==> src/rtl/cam_frame_sequencer.sv <==
// rtl/cam_frame_sequencer.sv - frame ROM sequencer with blanking, line-valid and vsync timing
// Optional CAM_SEQ_PATTERN_EN replaces ROM pixels with a (column + line) test pattern.
module cam_frame_sequencer #(
   parameter int WIDTH       = 12,
   parameter int TRUELINE    = 1080,
   parameter int TRUEPIXEL   = 1920,
   parameter int NUM_OF_PIX  = 2020,
   parameter int NUM_OF_LINE = 1100,
   parameter int VS_START    = 8,
   parameter int VS_END      = 13,
   parameter int ROM_AW      = 20,
   parameter int ROM_LAT     = 1
) (
   input  logic                 iclk,
   input  logic                 rst,
   input  logic                 start,
   input  logic                 stop,
   input  logic [7:0]           frames,
   output logic                 busy,
   output logic                 frame_done,
   output logic                 rom_en,
   output logic [ROM_AW-1:0]    rom_addr,
   input  logic [2*WIDTH-1:0]   rom_data,
   output logic                 sync_out,
   output logic                 line_valid_out,
   output logic [WIDTH-1:0]     data_out
);

   localparam logic [11:0] PIX_LAST  = 12'(NUM_OF_PIX - 1);
   localparam logic [11:0] LINE_LAST = 12'(NUM_OF_LINE - 1);
   localparam logic [11:0] LINE_ACT0 = 12'(NUM_OF_LINE - TRUELINE);
   localparam logic [11:0] PIX_ACT   = 12'(TRUEPIXEL);
   localparam logic [11:0] VS_S      = 12'(VS_START);
   localparam logic [11:0] VS_E      = 12'(VS_END);
   // Control stages between the counters and the output register; ROM data meets stage PL-1.
   localparam int          PL        = ROM_LAT + 1;

   typedef enum logic [1:0] {S_IDLE, S_RUN, S_DRAIN} state_t;

   typedef struct packed {
      logic lv;
      logic vs;
      logic even;
      logic fe;
`ifdef CAM_SEQ_PATTERN_EN
      logic [WIDTH-1:0] pat;
`endif
   } ctl_t;

   state_t      state, state_n;
   logic [11:0] pix_cnt, line_cnt, line_idx;
   logic [7:0]  frames_q, done_cnt;
   logic        stop_q;
   logic        line_act, pix_act, vs_raw, frame_end, last_frame;
   ctl_t        ctl_in;
   ctl_t        ctl_pipe [PL];
   ctl_t        ctl_out;

   assign busy    = (state != S_IDLE);
   assign ctl_out = ctl_pipe[PL-1];

   // A stop arriving on the frame-end cycle still counts for the ending frame.
   assign last_frame = stop_q || stop ||
                       ((frames_q != 8'd0) && ((done_cnt + 8'd1) == frames_q));

   always_ff @(posedge iclk) begin
      if (rst) state <= S_IDLE;
      else     state <= state_n;
   end

   always_comb begin
      state_n = state;
      case (state)
         S_IDLE:  if (start) state_n = S_RUN;
         S_RUN:   if (frame_end && last_frame) state_n = S_DRAIN;
         S_DRAIN: if (frame_done) state_n = S_IDLE;
         default: state_n = S_IDLE;
      endcase
   end

   always_ff @(posedge iclk) begin
      if (rst) begin
         pix_cnt  <= '0;
         line_cnt <= '0;
         frames_q <= '0;
         done_cnt <= '0;
         stop_q   <= 1'b0;
      end else begin
         case (state)
            S_IDLE: begin
               pix_cnt  <= '0;
               line_cnt <= '0;
               if (start) begin
                  frames_q <= frames;
                  done_cnt <= '0;
                  stop_q   <= stop;
               end else begin
                  stop_q   <= 1'b0;
               end
            end
            S_RUN: begin
               if (stop) stop_q <= 1'b1;
               if (pix_cnt == PIX_LAST) begin
                  pix_cnt  <= '0;
                  line_cnt <= (line_cnt == LINE_LAST) ? 12'd0 : line_cnt + 12'd1;
               end else begin
                  pix_cnt  <= pix_cnt + 12'd1;
               end
               if (frame_end) done_cnt <= done_cnt + 8'd1;
            end
            default: ;
         endcase
      end
   end

   always_comb begin
      line_act  = 1'b0;
      pix_act   = 1'b0;
      vs_raw    = 1'b0;
      frame_end = 1'b0;
      line_idx  = line_cnt - LINE_ACT0;
      if (state == S_RUN) begin
         line_act  = (line_cnt >= LINE_ACT0);
         pix_act   = line_act && (pix_cnt < PIX_ACT);
         vs_raw    = (line_cnt >= VS_S) && (line_cnt <= VS_E);
         frame_end = (pix_cnt == PIX_LAST) && (line_cnt == LINE_LAST);
      end
   end

   always_comb begin
      ctl_in      = '0;
      ctl_in.lv   = pix_act;
      ctl_in.vs   = vs_raw;
      ctl_in.even = ~pix_cnt[0];
      ctl_in.fe   = frame_end;
`ifdef CAM_SEQ_PATTERN_EN
      ctl_in.pat  = WIDTH'(pix_cnt) + WIDTH'(line_idx);
`endif
   end

   always_ff @(posedge iclk) begin
      if (rst) begin
         for (int k = 0; k < PL; k++) ctl_pipe[k] <= '0;
      end else begin
         ctl_pipe[0] <= ctl_in;
         for (int k = 1; k < PL; k++) ctl_pipe[k] <= ctl_pipe[k-1];
      end
   end

`ifdef CAM_SEQ_PATTERN_EN
   logic unused_rom_data;
   assign unused_rom_data = ^rom_data;
   assign rom_en          = 1'b0;
   assign rom_addr        = '0;

   always_ff @(posedge iclk) begin
      if (rst) begin
         sync_out       <= 1'b0;
         line_valid_out <= 1'b0;
         frame_done     <= 1'b0;
         data_out       <= '0;
      end else begin
         sync_out       <= ctl_out.vs;
         line_valid_out <= ctl_out.lv;
         frame_done     <= ctl_out.fe;
         data_out       <= ctl_out.lv ? ctl_out.pat : '0;
      end
   end
`else
   logic [ROM_AW-1:0] rd_addr;
   logic [WIDTH-1:0]  odd_hold;

   assign rd_addr = ROM_AW'(line_idx) * ROM_AW'(TRUEPIXEL / 2) + ROM_AW'(pix_cnt[11:1]);

   always_ff @(posedge iclk) begin
      if (rst) begin
         rom_en   <= 1'b0;
         rom_addr <= '0;
      end else begin
         rom_en <= pix_act && ~pix_cnt[0];
         if (pix_act && ~pix_cnt[0]) rom_addr <= rd_addr;
      end
   end

   // The word arrives with the even pixel; its odd half is parked for the following cycle.
   always_ff @(posedge iclk) begin
      if (rst) begin
         sync_out       <= 1'b0;
         line_valid_out <= 1'b0;
         frame_done     <= 1'b0;
         data_out       <= '0;
         odd_hold       <= '0;
      end else begin
         sync_out       <= ctl_out.vs;
         line_valid_out <= ctl_out.lv;
         frame_done     <= ctl_out.fe;
         if (ctl_out.lv && ctl_out.even) odd_hold <= rom_data[WIDTH-1:0];
         if (!ctl_out.lv)       data_out <= '0;
         else if (ctl_out.even) data_out <= rom_data[2*WIDTH-1:WIDTH];
         else                   data_out <= odd_hold;
      end
   end
`endif

endmodule
==> config.mk <==
export PLATFORM = sky130hd
export DESIGN_NAME = cam_frame_sequencer
export DESIGN_NICKNAME = d
export VERILOG_FILES = /design/src/rtl/cam_frame_sequencer.sv
export SDC_FILE = /design/constraint.sdc
export NUM_CORES = 1
export LEC_CHECK = 0
export CELL_PAD_IN_SITES_DETAIL_PLACEMENT = 1
export CELL_PAD_IN_SITES_GLOBAL_PLACEMENT = 1
export CORE_ASPECT_RATIO = 1.2
export CORE_MARGIN = 2
export CORE_UTILIZATION = 38
export DETAILED_ROUTE_END_ITERATION = 10
export PLACE_DENSITY_LB_ADDON = 0.3
export SLEW_MARGIN = 10
export SYNTH_ARGS = -nofsm -noshare
export SYNTH_HDL_FRONTEND = slang
export SYNTH_SLANG_ARGS = --single-unit
==> constraint.sdc <==
create_clock -name iclk -period 4.4 [get_ports iclk]
set_clock_uncertainty 0.15 [all_clocks]
set_input_delay 0.66 -clock iclk [delete_from_list [all_inputs] [get_ports iclk]]
set_output_delay 0.66 -clock iclk [all_outputs]
set_load 0.005 [all_outputs]
Word level (Yosys, flattened, before mapping) --
Memory sizes are Yosys's and may differ from the RTL's. Cells that the tools add are included.
Operators by class: magnitude comparators 4, eq/ne operators 11, multiplexer cells 24, add/sub/neg operators 5, reduce and logical (&&, ||, !) cells 19, multiply operators 1, bitwise gates (word level) 4
Operators by type and width (number):
- $mux W12 | 4
- $pmux W12 S2 | 2
- $add A12 B1 Y12 const B | 2
- $eq A12 B11 Y1 const B | 2
- $add A20 B11 Y20 | 1
- $mux W8 | 2
- $pmux W8 S2 | 1
- $mul A12 B4 Y14 const B | 1
- $ge A12 B4 Y1 const B | 1
- $ge A12 B5 Y1 const B | 1
- $le A12 B4 Y1 const B | 1
- $lt A12 B11 Y1 const B | 1
- $ne A2 B2 Y1 const B | 6
- $sub A12 B5 Y12 const B | 1
- $add A8 B1 Y8 const B | 1
- $eq A8 B8 Y1 | 1
- $mux W1 | 8
- $mux W4 | 2
- $reduce_bool A8 Y1 | 1
- $logic_and A1 B1 Y1 | 7
- $mux W2 | 3
- $pmux W2 S3 | 1
- $reduce_and A2 Y1 | 3
- $reduce_and A3 Y1 | 2
- 9 further kinds | 13
Storage, ports and cells: output and inout bits 37, input bits 36, memory bits (writable) 8, word-level logic and storage cells 82, flip-flop bits (word level) 91, memories 1
Memory list:
- ctl_pipe | depth 2, bits a word 4, rd ports 2, clocked after memory_dff 0, wr ports 2, line 56 | ctl_t ctl_pipe [PL];

Logic depth before layout (Yosys ltp) --
depth in word-level cells 7, gate-level depth with buffers 20, depth with buffers taken out 19

Least setup slack after synthesis --
Ideal clock, no wire load.
path type flip-flop to flip-flop, from register line_cnt[2], to register rom_addr[18], stages on the path, launching flop included 18, setup time 74 ps, path buffers 0, clock period less this slack 4811 ps, data arrival time 4587 ps, data required time 4176 ps, path slack -411 ps, path through dfxtp_1 > inv_1 > ha_1 > nand2b_1 > nand2b_1 > xor2_1 > fa_1 > fa_1 > inv_1 > ha_1 > a21o_1 > nand2_1 > nand4b_1 > a21oi_2 > xnor2_1 > or4_1 > or3_1 > a31oi_1
Between the ends: cells in the longest elaborated chain, start to end 4, elaborated cells on any way between the ends 7, those cells by class add/sub: 2; mul: 1; order compare: 1; mux: 1; reduce/logical: 2
Ends and longest elaborated chain:
- from (decl) | line 51 | logic [11:0] pix_cnt, line_cnt, line_idx;
- from (signal assigned) | line 105 | line_cnt <= (line_cnt == LINE_LAST) ? 12'd0 : line_cnt + 12'd1;
- branches (longest 4 deep; another with $add A20 B11 Y20)
- to (signal assigned) | line 181 | if (pix_act && ~pix_cnt[0]) rom_addr <= rd_addr;
- to (decl) | line 22 | output logic [ROM_AW-1:0] rom_addr,
Parallel ways; which one is timed is not known. A chain may end at the register's enable or synchronous reset.

Worst setup path in the final report --
Ends and elaborated chain as after synthesis.

==> summary.md <==
| Metric | Value |
|---|---|
| Number of buffers inserted during clock tree synthesis | `9` |
| Main synth FF type | `dfxtp_1` |
| Layout cell share with drive strength beyond 1 | `12.1%` |
| CTS Hold Buffers Added | `0` |
| Total of max-cap violations | `0` |
| Number of ports placed on the die boundary | `73` |
| Number of flops mapped to enable cells by yosys | `0` |
| Clock insertion delay at the later pin of the skew report | `roughly 360 ps` |
| Area of the mapped netlist | `0.00580 mm2` |
| Net switching share of the total power | `24.4%` |
| Wire length of the first global-routing pass | `25.8 mm` |
| Kind of end point of the critical path | `flip-flop` |
| Largest net degree at the start of global routing | `83` |
| Top cells by count, synth | `dfxtp_1 (99), nor2_1 (89), nand2_1 (72)` |
| Critical register-to-register path startpoint | `line_cnt[2]` |
| Final period demand of the worst path | `4310 ps` |
| Fin util | `about half` |
| Die Footprint | `roughly 0.016 mm2` |
| Cell Area, Placed | `about 0.0069 mm2` |
| Post-route design area | `0.00740 mm2` |
| Proportion of synthesized flip-flops having asynchronous set or reset | `0%` |
| Net Sw Power | `between 400 and 500 uW` |
| Wire length per cell after detailed routing | `16.0 um` |
| DR vias/cell | `5.17` |
| Count of nets left with antenna violations after detail routing | `0` |
| Register area share after synthesis | `between 30% and 40%` |
| Post-synth top area share | `34.2%` |
| Post-Synthesis Net Count | `781` |
| Worst r2r path cells | `17` |
| Area delta synth->final | `27.5%` |
| Total number of vias | `between 5000 and 6000` |
| Count leader, synth | `dfxtp_1` |
| Max-slew headroom | `around a third` |
| TritonCTS clock tree | `yes` |
| Number of failing setup endpoints in the final timing report | `0` |
| Clock Pin Slew Worst Setup and Hold Paths | `roughly 70 ps` |
| Total power density per cell area | `approximately 240 mW/mm2` |
| Number of nets in the finished design | `870` |
| Routability congestion estimate from global placement | `0.892` |
| Clock tree sinks | `99` |
| Antenna violations before repair | `0` |
| N_diodes | `0` |
| Cell types with the largest area share after synthesis | `dfxtp_1 (34%), ha_1 (6.7%), nor2_1 (5.8%)` |
| Number of synthesis warnings | `0` |
| Final HPWL DP | `11.9 mm` |
| Worst EP arrival | `~4400 ps` |
| H-Tree Depth | `3` |
| Path category of the worst min-delay check | `flip-flop to flip-flop` |
| Slack of the worst reg-to-reg path | `90 ps` |
| WHS | `290 ps` |
| Number of stages on the worst hold path | `1` |
| End of the worst register-to-register path | `rom_addr[18]` |
| Initial core utilization | `a little under 40%` |
| Max IR drop VDD | `between 100 and 150 uV` |
| Aggregate routed wire length | `16.0 mm` |
| Total design power | `1.80 mW` |
| Share of power burned in registers | `roughly half` |
| First drt pass iteration count | `4` |
| Crit Path Max Fanout | `5` |
| Via count of the first global-routing pass | `5497` |
| Crit path kind | `flip-flop to flip-flop` |
| Buffers added on ports | `72` |
| Power Internal | `1.36 mW` |
| Mean area per synthesized cell | `8.29 um2` |
| Data required time of the critical path | `~4500 ps` |
| DRC | `0` |
| Netlist cell types | `roughly 60` |
| Pin slew with the least headroom to its limit | `a little under 1000 ps` |
| Buffer cell driving the clock tree root | `clkbuf_16` |
| Area leader, netlist | `dfxtp_1` |
| Remaining Overflow, GRT | `0` |
| Kind of start point of the critical path | `flip-flop` |
| Min-delay src | `ctl_pipe[0][6]` |
| Outcome | `finished, final reports clean` |
| RSZ-0062 raised after global routing | `yes` |
| Placeable Area | `0.0150 mm2` |
| # rows | `49` |
| Highest clock rate | `0.232 GHz` |
| Buffers from clock root to sink, at most | `2` |
| Static leakage power | `roughly 2.9 nW` |
| Vertical die dimension | `139 um` |
| Post-synthesis cell count | `700` |
| Share of power burned in combinational logic | `5.2%` |
| Number of max-slew violations in the final report | `0` |
| Width of the die | `117 um` |
| Global Route Usage Sum | `between 10% and 20%` |
| Part of the power in the clock network | `44.0%` |
| Final-layout setup total negative slack | `0 ps` |
| Number of violations reported at the end of detailed-routing iteration 0 | `161` |
| #FFs+latches synth | `99` |
| Final count of hold timing violations | `0` |
| End of the worst hold path | `sync_out` |
| Crit share post-route | `97.9%` |
==> worst max path at each step <==
stage | start | to | slack (ps) | depth (start not counted)
2_1_floorplan | line_cnt[3] | rom_addr[18] | 10 | 18
3_3_place_gp | line_cnt[3] | rom_addr[18] | 90 | 17
3_5_place_dp | line_cnt[3] | rom_addr[18] | -110 | 17
4_1_cts | line_cnt[4] | rom_addr[18] | 3 | 16
5_1_grt | line_cnt[2] | rom_addr[18] | -70 | 19
6_report | line_cnt[2] | rom_addr[18] | 90 | 17
==> layout by cell type (no fill, tap or decap), types with 7 or more instances in the layout <==
cell / count
dfxtp_1: 96
nor2_1: 89
nand2_1: 71
clkdlybuf4s50_1: 71
a21oi_1: 65
buf_4: 36
inv_1: 34
xnor2_1: 29
mux2i_1: 24
ha_1: 24
o21ai_0: 23
nand3_1: 20
xor2_1: 18
fa_1: 14
nor2b_1: 13
nand3b_1: 11
and3_1: 11
a21o_1: 9
nor3_1: 9
clkbuf_16: 9
a211oi_1: 7
==> through the flow <==
stage | instances | worst slack [ps]
2_1_floorplan | 700 | 10.3
3_3_place_gp | 973 | 85.5
3_5_place_dp | 973 | -108
4_1_cts | 996 | 3.03
5_1_grt | 998 | -71.4
6_report | 998 | 91.4
==> state kept, by name, summed over array words and instances (netlist names) <==
signal and count:
rom_en 1, data_out 12, line_valid_out 1, ctl_pipe 8, frame_done 1, odd_hold 12, done_cnt 8, frames_q 8
stop_q 1, rom_addr 20, line_cnt 12, sync_out 1, pix_cnt 12, state 2
==> worst max-delay path: stages, from the launching register on <==
cell and delay [ps]:
dfxtp_4 350, buf_4 150, o21ai_4 180, buf_6 130
xnor2_1 110, buf_4 180, fa_1 440, fa_1 490
inv_1 60, ha_4 290, nand3_2 90, a211o_1 300
nand4b_1 140, a21oi_2 90, xnor2_1 150, or4_4 490
or3_1 320, a31oi_1 130
==> power by group through the flow <==
stage	logic, mW	clock network, mW	registers, mW
finish	0.0932	0.791	0.913
global placement	0.0910	0	0.933
CTS	0.0944	0.811	0.913
floorplan	0.0511	0	0.928
detailed placement	0.0933	0	0.934
global route	0.102	0.843	0.914
==> timing repair <==
action / 4_1_cts / 5_1_grt
pin swaps: 4 / 8
resized for setup: 7 / 13
setup endpoints to repair: 1 / 2
setup buffers: 7 / 2
==> cell type report <==
| cell class | instances | area, um2 |
|---|---|---|
| flip-flops and latches | 99 | 1990 |
| clock buffers | 10 | 239 |
| repair buffers | 109 | 997 |
| multi-input cells | 533 | 3720 |
| clock inverters | 6 | 57.6 |
| fillers | 1818 | 7560 |
| inverters | 37 | 139 |
| well taps | 204 | 255 |
==> cells by family after synthesis <==
kind of cell,share of synthesized area [%]
simple gates,23.4
xor+xnor,8.22
buf+inv,4.59
fa+ha+maj,11.7
mux,4.14
compound gates,13.8
flops,34.2
==> routing by layer <==
layer  GRT usage [%]  up-vias  share of wire [%]
met4            7.12        0                1.9
met3            2.92       18                3.0
met5               0        -                  0
li1                -     2559                  -
met2            37.5       82                 53
met1            21.5     2496                 42
(Power assumes the default switching activity.)
